===== config.mk =====
export PLATFORM = sky130hd
export DESIGN_NAME = mv_delta_loader_flat
export DESIGN_NICKNAME = d
export VERILOG_FILES = /design/src/rtl/mv_delta_loader_if.sv /design/src/rtl/mv_delta_loader.sv /design/src/flat_wrapper.sv
export SDC_FILE = /design/constraint.sdc
export NUM_CORES = 1
export LEC_CHECK = 0
export ABC_AREA = 1
export CAP_MARGIN = 20
export CORE_ASPECT_RATIO = 0.75
export CORE_MARGIN = 2
export CORE_UTILIZATION = 45
export CTS_CLUSTER_DIAMETER = 120
export CTS_CLUSTER_SIZE = 40
export DETAILED_ROUTE_END_ITERATION = 8
export PLACE_DENSITY = 0.79
export SETUP_SLACK_MARGIN = 0.2
export SYNTH_ARGS = -nofsm -noshare
export SYNTH_HDL_FRONTEND = slang
export SYNTH_SLANG_ARGS = --single-unit

===== constraint.sdc =====
create_clock -name clock -period 8.5 [get_ports clock]
set_input_delay 1.7 -clock clock [delete_from_list [all_inputs] [get_ports clock]]
set_output_delay 1.7 -clock clock [all_outputs]
set_load 0.02 [all_outputs]

===== src/rtl/mv_delta_loader_if.sv =====
// Component handshake between the motion-vector decoder (producer) and the
// delta loader (consumer). The producer holds its fields stable while Valid is
// high and Ready is low.
//   Comp_Valid_I   producer -> loader  component available
//   Comp_Ready_O   loader -> producer  component accepted on Valid & Ready
//   Code_Sign_I    producer -> loader  motion_code sign (1 = negative)
//   Code_Mag_I     producer -> loader  |motion_code|, legal 0..16
//   Residual_I     producer -> loader  motion_residual
interface mv_delta_loader_if #(
    parameter int RES_W = 8
);
    logic             Comp_Valid_I;
    logic             Comp_Ready_O;
    logic             Code_Sign_I;
    logic [4:0]       Code_Mag_I;
    logic [RES_W-1:0] Residual_I;

    modport master (
        output Comp_Valid_I, Code_Sign_I, Code_Mag_I, Residual_I,
        input  Comp_Ready_O
    );

    modport slave (
        input  Comp_Valid_I, Code_Sign_I, Code_Mag_I, Residual_I,
        output Comp_Ready_O
    );
endinterface


===== src/rtl/mv_delta_loader.sv =====
// mv_delta_loader: feeds the PMV update stage. Takes one macroblock's decoded
// motion_code/motion_residual components, forms sign+magnitude delta words and
// writes all 8 delta buffer slots in order, then kicks the update stage and
// waits for it to go busy and return to idle.
//   clock, resetn       clock, asynchronous active-low reset
//   Start_Load_I        begin macroblock (IDLE only), Slot_Mask_I latched with it
//   F_Codes_I           {f00,f01,f10,f11} nibbles, stable while busy
//   comp                component handshake (slave side)
//   Delta_Index_O/Data_O/Write_En_O   registered delta buffer write port
//   Start_Update_O      one-cycle kick, Done_Update_I update stage idle level
//   Done_Load_O         high only in IDLE, Error_O sticky per macroblock
module mv_delta_loader #(
    parameter int NUM_SLOTS = 8,
    parameter int RES_W     = 8
) (
    input  logic                 clock,
    input  logic                 resetn,
    input  logic                 Start_Load_I,
    input  logic [NUM_SLOTS-1:0] Slot_Mask_I,
    input  logic [15:0]          F_Codes_I,
    mv_delta_loader_if.slave     comp,
    output logic [2:0]           Delta_Index_O,
    output logic [15:0]          Delta_Data_O,
    output logic                 Delta_Write_En_O,
    output logic                 Start_Update_O,
    input  logic                 Done_Update_I,
    output logic                 Done_Load_O,
    output logic                 Error_O
);
    typedef enum logic [2:0] {IDLE, LOAD, KICK, WAIT_BUSY, WAIT_DONE} state_t;

    state_t               r_state;
    logic [2:0]           r_slot;
    logic [NUM_SLOTS-1:0] r_mask;
    logic [2:0]           r_idx;
    logic [15:0]          r_data;
    logic                 r_we;
    logic                 r_start;
    logic                 r_done;
    logic                 r_err;
    logic                 r_wait;

    logic        w_present;
    logic        w_ready;
    logic        w_fire;
    logic [3:0]  w_fcode;
    logic        w_f_bad;
    logic        w_mag_bad;
    logic [3:0]  w_rsize;
    logic [12:0] w_hi;
    logic [12:0] w_res;
    logic [12:0] w_mag;
    logic [15:0] w_data;

    assign w_present         = r_mask[r_slot];
    assign w_ready           = (r_state == LOAD) && w_present;
    assign w_fire            = w_ready && comp.Comp_Valid_I;
    assign comp.Comp_Ready_O = w_ready;

    // Slot index is {dir, vector, h/v}; f_code depends on dir and h/v only.
    always_comb begin
        w_fcode = F_Codes_I[15:12];
        case ({r_slot[2], r_slot[0]})
            2'b00:   w_fcode = F_Codes_I[15:12];
            2'b01:   w_fcode = F_Codes_I[11:8];
            2'b10:   w_fcode = F_Codes_I[7:4];
            default: w_fcode = F_Codes_I[3:0];
        endcase
    end

    // Illegal f_code still writes, with r_size collapsed to 0.
    assign w_f_bad   = (w_fcode == 4'd0) || (w_fcode > 4'd9);
    assign w_rsize   = w_f_bad ? 4'd0 : (w_fcode - 4'd1);
    assign w_mag_bad = comp.Code_Mag_I > 5'd16;

    // Only meaningful for Code_Mag_I in 1..16, so (mag-1) never underflows here.
    assign w_hi  = 13'(comp.Code_Mag_I - 5'd1) << w_rsize;
    assign w_res = 13'(comp.Residual_I) & ((13'd1 << w_rsize) - 13'd1);
    assign w_mag = w_hi + w_res + 13'd1;

    always_comb begin
        w_data = 16'h0000;
        if (!w_mag_bad && comp.Code_Mag_I != 5'd0)
            w_data = {2'b00, comp.Code_Sign_I, w_mag};
    end

    always_ff @(posedge clock or negedge resetn) begin
        if (!resetn) begin
            r_state <= IDLE;
            r_slot  <= '0;
            r_mask  <= '0;
            r_idx   <= '0;
            r_data  <= '0;
            r_we    <= 1'b0;
            r_start <= 1'b0;
            r_done  <= 1'b1;
            r_err   <= 1'b0;
            r_wait  <= 1'b0;
        end else begin
            r_we    <= 1'b0;
            r_start <= 1'b0;
            case (r_state)
                IDLE: begin
                    if (Start_Load_I) begin
                        r_mask  <= Slot_Mask_I;
                        r_slot  <= '0;
                        r_err   <= 1'b0;
                        r_done  <= 1'b0;
                        r_state <= LOAD;
                    end
                end
                LOAD: begin
                    // Absent slots are zero-filled without waiting for the producer.
                    if (!w_present || w_fire) begin
                        r_we   <= 1'b1;
                        r_idx  <= r_slot;
                        r_data <= w_present ? w_data : 16'h0000;
                        if (w_present && (w_mag_bad || w_f_bad))
                            r_err <= 1'b1;
                        r_slot <= r_slot + 3'd1;
                        if (r_slot == 3'd7)
                            r_state <= KICK;
                    end
                end
                KICK: begin
                    // Slot 7's write is on the bus this cycle; kick follows it.
                    r_start <= 1'b1;
                    r_wait  <= 1'b0;
                    r_state <= WAIT_BUSY;
                end
                WAIT_BUSY: begin
                    // An update stage that never drops Done within 2 cycles is
                    // assumed to have finished already.
                    if (!Done_Update_I) begin
                        r_state <= WAIT_DONE;
                    end else if (r_wait) begin
                        r_state <= IDLE;
                        r_done  <= 1'b1;
                    end else begin
                        r_wait <= 1'b1;
                    end
                end
                WAIT_DONE: begin
                    if (Done_Update_I) begin
                        r_state <= IDLE;
                        r_done  <= 1'b1;
                    end
                end
                default: begin
                    r_state <= IDLE;
                    r_done  <= 1'b1;
                end
            endcase
        end
    end

    assign Delta_Index_O    = r_idx;
    assign Delta_Data_O     = r_data;
    assign Delta_Write_En_O = r_we;
    assign Start_Update_O   = r_start;
    assign Done_Load_O      = r_done;
    assign Error_O          = r_err;
endmodule


===== src/flat_wrapper.sv =====
// flat-port wrapper written by rule: the top's interface ports become plain ports
module mv_delta_loader_flat 
#(
    parameter int NUM_SLOTS = 8,
    parameter int RES_W     = 8
)
  (clock, resetn, Start_Load_I, Slot_Mask_I, F_Codes_I, Delta_Index_O, Delta_Data_O, Delta_Write_En_O, Start_Update_O, Done_Update_I, Done_Load_O, Error_O, comp_Comp_Valid_I, comp_Code_Sign_I, comp_Code_Mag_I, comp_Residual_I, comp_Comp_Ready_O);
  mv_delta_loader_if #(.RES_W(RES_W)) comp_i ();
  input  logic clock;
  input  logic resetn;
  input  logic Start_Load_I;
  input  logic [NUM_SLOTS-1:0] Slot_Mask_I;
  input  logic [15:0] F_Codes_I;
  output logic [2:0] Delta_Index_O;
  output logic [15:0] Delta_Data_O;
  output logic Delta_Write_En_O;
  output logic Start_Update_O;
  input  logic Done_Update_I;
  output logic Done_Load_O;
  output logic Error_O;
  input wire logic [$bits(comp_i.Comp_Valid_I)-1:0] comp_Comp_Valid_I;
  input wire logic [$bits(comp_i.Code_Sign_I)-1:0] comp_Code_Sign_I;
  input wire logic [$bits(comp_i.Code_Mag_I)-1:0] comp_Code_Mag_I;
  input wire logic [$bits(comp_i.Residual_I)-1:0] comp_Residual_I;
  output wire logic [$bits(comp_i.Comp_Ready_O)-1:0] comp_Comp_Ready_O;
  assign comp_i.Comp_Valid_I = comp_Comp_Valid_I;
  assign comp_i.Code_Sign_I = comp_Code_Sign_I;
  assign comp_i.Code_Mag_I = comp_Code_Mag_I;
  assign comp_i.Residual_I = comp_Residual_I;
  assign comp_Comp_Ready_O = comp_i.Comp_Ready_O;
  mv_delta_loader #(.NUM_SLOTS(NUM_SLOTS), .RES_W(RES_W)) u_core (.clock(clock), .resetn(resetn), .Start_Load_I(Start_Load_I), .Slot_Mask_I(Slot_Mask_I), .F_Codes_I(F_Codes_I), .comp(comp_i), .Delta_Index_O(Delta_Index_O), .Delta_Data_O(Delta_Data_O), .Delta_Write_En_O(Delta_Write_En_O), .Start_Update_O(Start_Update_O), .Done_Update_I(Done_Update_I), .Done_Load_O(Done_Load_O), .Error_O(Error_O));
endmodule

==> flow_metrics.tcl <==
set metrics [dict create \
    ff2ff_path_depth 32 \
    clk_latency_ns 0.29 \
    ctsLongestPathBuffers 2 \
    crit_path_end_kind "flip-flop" \
    grt_usage 0.210 \
    finalSetupTns_ns 0 \
    yosysWarnings 0 \
    hold_depth 2 \
    top_level_ports 67 \
    synth.most_common_cell "nand2_1" \
    hold_path_end "u_core.r_mask[4]$_DFFE_PN0P_" \
    reg2reg_to "u_core.Delta_Data_O[12]$_DFFE_PN0P_" \
    regToRegSetupSlack_ns 3.30 \
    drc 0 \
    totalWireLength_um 7320 \
    antenna_cells 0 \
    coreArea_sq_mm 0.00632 \
    io_buffers 64 \
    finalClockSkew_ns 0.00746 \
    placed_cell_area_sq_mm 0.00362 \
    ys_seq_area_frac 0.305 \
    synth_cell_types 46 \
    layout-drive-gt1-share 0.0954 \
    grt_max_degree 37 \
    grt-ovfl-total 0 \
    hp-start "u_core.r_mask[4]$_DFFE_PN0P_" \
    root_buffer "clkbuf_8" \
    critical-path-max-stage-delay_ns 0.45 \
    die_h_um 74.2 \
    setup-violations-final 0 \
    clk_pin_slew_worst_paths_ns 0.08 \
    path_common_cell "nand2_1" \
    postCtsSetupBuffers 0 \
    ys_async_sr_fraction 1.00 \
    maxCapViolCount 0 \
    wire_per_inst_um 13.0 \
    viasPerCell 5.10 \
    period_minus_slack_ns 6.07 \
    avgSynthCellArea_sq_um 7.07 \
    yosys-top-cells-count "nand2_1, inv_1, nand3_1" \
    routabilityCongestion 0.939 \
    multi_input_area_sq_mm 0.00173 \
    critPathSlowestCell "fa_1" \
    grt_pass1_vias 2727 \
    status "finished, final reports clean" \
    cp.required_ns 8.68 \
    rsz0062_at_grt "false" \
    dr.pass1.iters 4 \
    path_class "in2reg" \
    fmax_mhz 165 \
    cts.sink_count 36 \
    reg2reg_from "u_core.r_slot[0]$_DFFE_PN0P_" \
    cts_hold_buf 0 \
    cts_resized 0 \
    floorplan.initialDensity 0.468 \
    final_nets 541 \
    cp_max_fo 15 \
    antenna_left 0 \
    worstPathArrival_ns 6.26 \
    synthTopCellsByArea "dfrtp_1, nand2_1, inv_1" \
    syn_inst 418 \
    syn_area_sq_mm 0.00295 \
    syn_to_final_growth_pct 25.4 \
    synth-edff-count 0 \
    numCtsBuffers 5 \
    vias 2870 \
    seqCellArea_sq_um 902 \
    final.period_utilization 0.715 \
    ys_ff_latch 36 \
    grt_antenna_before_repair 0 \
    grt_pass1_wl_um 12400 \
    num_rows 25 \
    slew-limit-headroom 0.559 \
    dp_hpwl_um 5940 \
    cp-start-kind "input port" \
    synth_top_area_share 0.296 \
    finalHoldViolations 0 \
    fillCellCount 608 \
    htree_levels 2 \
    tightest_slew_ns 0.659 \
    post-route-util 0.586 \
    die_w_um 97.6 \
    cts_tree "yes" \
    ys.flop_type "dfrtp_1" \
    die-area_sq_mm 0.00724 \
    drt_iter0_drc 199 \
    design_area_sq_mm 0.00370 \
    synth_top_cell_by_area "dfrtp_1" \
    min_path_type "reg2reg" \
    slew_viol_final 0 \
]
[cells by family after synthesis]
logic type | count (synthesis) | share of synthesized area
AOI/OAI and AO/OA | 58 | 0.122
xor gates and xnor gates | 7 | 0.0208
adders and majority gates | 17 | 0.0745
buffers and inverters | 72 | 0.110
DFF | 36 | 0.305
other | 1 | 0.00127
and+or+nand+nor | 227 | 0.366
[worst max-delay path: cells and delay by family]
family / cells / cell delay (ns)
AOI/OAI and AO/OA: 5 / 0.65
buffers and inverters: 4 / 0.77
adders and majority gates: 3 / 0.97
and+or+nand+nor: 20 / 2.17
[per-stage QoR]
stage,hold WS [ns],std cells,setup WS [ns]
after global routing,0.509,563,1.84
after global placement,0.455,555,2.35
after CTS,0.483,563,2.44
final,0.480,563,2.43
after floorplan,0.437,419,3.07
after detailed placement,0.464,555,2.17
[layout make-up]
class | count | share of cell area
Clock inverter | 3 | 0.00507
Sequential cell | 36 | 0.244
Timing Repair Buffer | 65 | 0.175
Clock buffer | 5 | 0.0186
Tap cell | 81 | 0.0274
Inverter | 62 | 0.0632
Multi-Input combinational cell | 311 | 0.467
[sequential cells by signal (all words and copies together) (netlist names)]
signal and flops:
u_core.Delta_Data_O 14, u_core.r_mask 8, u_core.Delta_Index_O 3, u_core.r_slot 3, u_core.r_state 3, u_core.Delta_Write_En_O 1, u_core.Done_Load_O 1, u_core.Error_O 1
u_core.Start_Update_O 1, u_core.r_wait 1
[cells in the final DEF, fill, tap and decap left out, types with 2 or more instances in the layout]
cell type        instances
nand2_1                112
clkdlybuf4s50_1         64
inv_1                   55
nand3_1                 37
dfrtp_1                 35
nor2_1                  34
o21ai_0                 27
ha_1                    16
nand4_1                  9
nand2_2                  8
nand3_2                  8
a21oi_1                  7
nor3_1                   6
o21ai_1                  5
inv_2                    5
xor2_1                   5
clkbuf_8                 5
nand2_4                  4
nor2_2                   3
a21boi_0                 3
clkinv_2                 3
nand3_4                  2
xnor2_1                  2
o22ai_1                  2
o221ai_1                 2
a32o_1                   2
conb_1                   2
[routing by layer]
layer	routed length (um)	global-route usage	vias to the layer above
li1	-	-	1480
met1	3650	0.298	1300
met2	3170	0.338	82
met3	425	0.0357	8
met4	70	0.0586	0
met5	0	0	-
[how the worst max path moves through the flow]
stage                  from  cells after the start  slack, ns                                   to
2_1_floorplan  F_Codes_I[4]                     32       3.07  u_core.Delta_Data_O[12]$_DFFE_PN0P_
3_3_place_gp   F_Codes_I[4]                     32       2.35  u_core.Delta_Data_O[12]$_DFFE_PN0P_
5_1_grt        F_Codes_I[4]                     35       1.84  u_core.Delta_Data_O[12]$_DFFE_PN0P_
3_5_place_dp   F_Codes_I[4]                     32       2.17  u_core.Delta_Data_O[12]$_DFFE_PN0P_
4_1_cts        F_Codes_I[4]                     32       2.44  u_core.Delta_Data_O[12]$_DFFE_PN0P_
6_report       F_Codes_I[4]                     32       2.43  u_core.Delta_Data_O[12]$_DFFE_PN0P_
Power is not shown: default switching activity piles up to over one toggle a cycle in this logic, so the estimate is an artifact.
==> edit: new RTL, config.mk and constraints unchanged <==
`RES_W` is set to 8 in 3 places; all go to 10.
--- a/src/rtl/mv_delta_loader_if.sv
+++ b/src/rtl/mv_delta_loader_if.sv
@@ -7,7 +7,7 @@
 //   Code_Mag_I     producer -> loader  |motion_code|, legal 0..16
 //   Residual_I     producer -> loader  motion_residual
 interface mv_delta_loader_if #(
-    parameter int RES_W = 8
+    parameter int RES_W = 10
 );
     logic             Comp_Valid_I;
     logic             Comp_Ready_O;
--- a/src/rtl/mv_delta_loader.sv
+++ b/src/rtl/mv_delta_loader.sv
@@ -11,7 +11,7 @@
 //   Done_Load_O         high only in IDLE, Error_O sticky per macroblock
 module mv_delta_loader #(
     parameter int NUM_SLOTS = 8,
-    parameter int RES_W     = 8
+    parameter int RES_W     = 10
 ) (
     input  logic                 clock,
     input  logic                 resetn,
--- a/src/flat_wrapper.sv
+++ b/src/flat_wrapper.sv
@@ -2,7 +2,7 @@
 module mv_delta_loader_flat 
 #(
     parameter int NUM_SLOTS = 8,
-    parameter int RES_W     = 8
+    parameter int RES_W     = 10
 )
   (clock, resetn, Start_Load_I, Slot_Mask_I, F_Codes_I, Delta_Index_O, Delta_Data_O, Delta_Write_En_O, Start_Update_O, Done_Update_I, Done_Load_O, Error_O, comp_Comp_Valid_I, comp_Code_Sign_I, comp_Code_Mag_I, comp_Residual_I, comp_Comp_Ready_O);
   mv_delta_loader_if #(.RES_W(RES_W)) comp_i ();
Ports: changed (resized comp_Residual_I); port bits go from 67 to 69. No check against the original RTL was run, so the function may have changed too.
==> edit against the unedited design <==
  * Sequential cell count stayed put
  * Via count grew 7.9%
  * Synthesized area hardly changed
  * Hold slack got worse by 0.014 ns
  * First-iteration DRC count down 33%
  * Final area increased by 1.9%
  * Critical path depth shrank 5
  * Setup slack better by 0.033 ns
  * Clock skew down 0.0025 ns
  * Wire length increased by 6.3%
  * Synthesized cell count up 3.3%
  * Critical endpoint is now u_core.Delta_Data_O[11]$_DFFE_PN0P_
Power is left out: the tool's default activity adds up to more than one toggle a clock period on the data nets, which glitch-free logic cannot reach.
==> edit: results (changes against the unedited design) <==
stage,metric,value,unit,change
critical_path,R2R Setup Slk,3.47,ns,+0.17 ns
logic_synthesis,Post-synth top cells,"126 x nand2_1, 45 x inv_1, 40 x nor2_1",,
global_route,initial antenna violation count,0,,unchanged
routing,drt wl/cell,13.4,um,+2.8%
routing,DR pass1 iterations,5,,+1
logic_synthesis,Compound-Gate Fraction of Synth Area,13.5,%,+1.2 points
critical_path,RR Startpoint,u_core.r_slot[0]$_DFFE_PN0P_,,
critical_path,CP Capture Point,u_core.Delta_Data_O[11]$_DFFE_PN0P_,,
layout,ANT cells,0,,unchanged
critical_path,r2r worst-path depth,27,,-16%
global_route,largest net degree at the start of global routing,37,,unchanged
clock_tree,CTS max path bufs,2,,unchanged
critical_path,Crit-path slowest cell,o21ai_1,,
worst_hold_path,Worst Hold Path EP,u_core.Done_Load_O$_DFFE_PN1P_,,
clock_tree,H-Tree Depth,2,,unchanged
global_route,grt total ovfl,0,,unchanged
critical_path,Critical Path AT,6.22,ns,-0.04 ns
global_route,total track usage,21.7,%,+0.70 points
worst_hold_path,Hold Path Origin,u_core.Done_Load_O$_DFFE_PN1P_,,
clock_tree,"Clk Latency, worst-skew pair",0.28,ns,
place,IO buf count,66,,+3.1%
layout,Final nets,564,,+4.3%
sta,Worst Skew,0.00500,ns,-0.00246 ns
routing,routed vias/inst,5.32,,+4.4%
global_route,GRT met3 Usage,4.51,%,+0.94 points
global_route,global-route wire length before repair,12.7,mm,+3.1%
clock_tree,Worst-path clk slew,0.07,ns,
logic_synthesis,Synth area leaders,"dfrtp_1 30%, nand2_1 16%, ha_1 7.6%",,
place,DP HPWL,6.28,mm,+5.8%
critical_path,CP Max Fanout,11,,-4
sta,Slew @ Worst Pin,0.871,ns,+0.213 ns
place,post-placement cell area,3670,sq um,+1.6%
layout,Layout fillers,638,,+4.9%
sta,Hold Slack,0.466,ns,-0.0136 ns
routing,Iter 0 DRT Violations,134,,-33%
critical_path,critical path's top delay family,simple AND/OR/NAND/NOR gates,,
logic_synthesis,"Seq/Total Area, Yosys",30.6,%,about the same
logic_synthesis,Main synth FF type,dfrtp_1,,
critical_path,Critical Path Source Type,input port,,
critical_path,CP startpoint,F_Codes_I[0],,
clock_tree,post-cts sizing count,0,,unchanged
global_route,met1 Usage GRT,30.4,%,+0.59 points
layout,layout cells sized above 1,7.78,%,-1.8 points
global_route,vias in the first global route,2806,,+2.9%
logic_synthesis,Post-Synth XOR/XNOR Area,1.48,%,-0.59 points
logic_synthesis,area share of fa/ha/maj cells after synthesis,8.31,%,+0.85 points
critical_path,"slowest stage delay, CP",0.69,ns,+0.24 ns
logic_synthesis,count of cell types in the netlist,43,,-6.5%
place,gpl congestion,0.904,,-3.7%
global_route,met2 Use GR,35.2,%,+1.5 points
outcome,status,"complete, no violations",,
==> edit: cell types whose count changed after synthesis, sizes merged, moves of 3 or more <==
| cell | change |
|---|---|
| nand4 | -3 |
| nor2 | +4 |
| nand3 | -10 |
| buf | -3 |
| a21oi | +7 |
| o21ai | +7 |
| a21boi | -4 |
| inv | -6 |
| nand2 | +16 |
==> edit: cell type report <==
class / count / area [sq um] / share of cell area, %
inverters: 55 / 209 / 5.54
flip-flops and latches: 36 / 902 / 23.9
repair buffers: 67 / 668 / 17.7
multi-input cells: 335 / 1790 / 47.5
clock buffers: 8 / 100 / 2.65
well taps: 81 / 101 / 2.69
==> edit: per-stage QoR <==
stage | cells | worst slack [ns]
after global placement | 574 | 2.48
final | 582 | 2.46
after CTS | 582 | 2.54
after floorplan | 433 | 3.48
after detailed placement | 574 | 2.27
after global routing | 582 | 1.95
==> edit: routing by layer <==
layer | routed length (um) | share of wire, %
met5 | 0 | 0
met2 | 3350 | 43
met1 | 3750 | 48
met3 | 585 | 7.5
met4 | 98 | 1.3
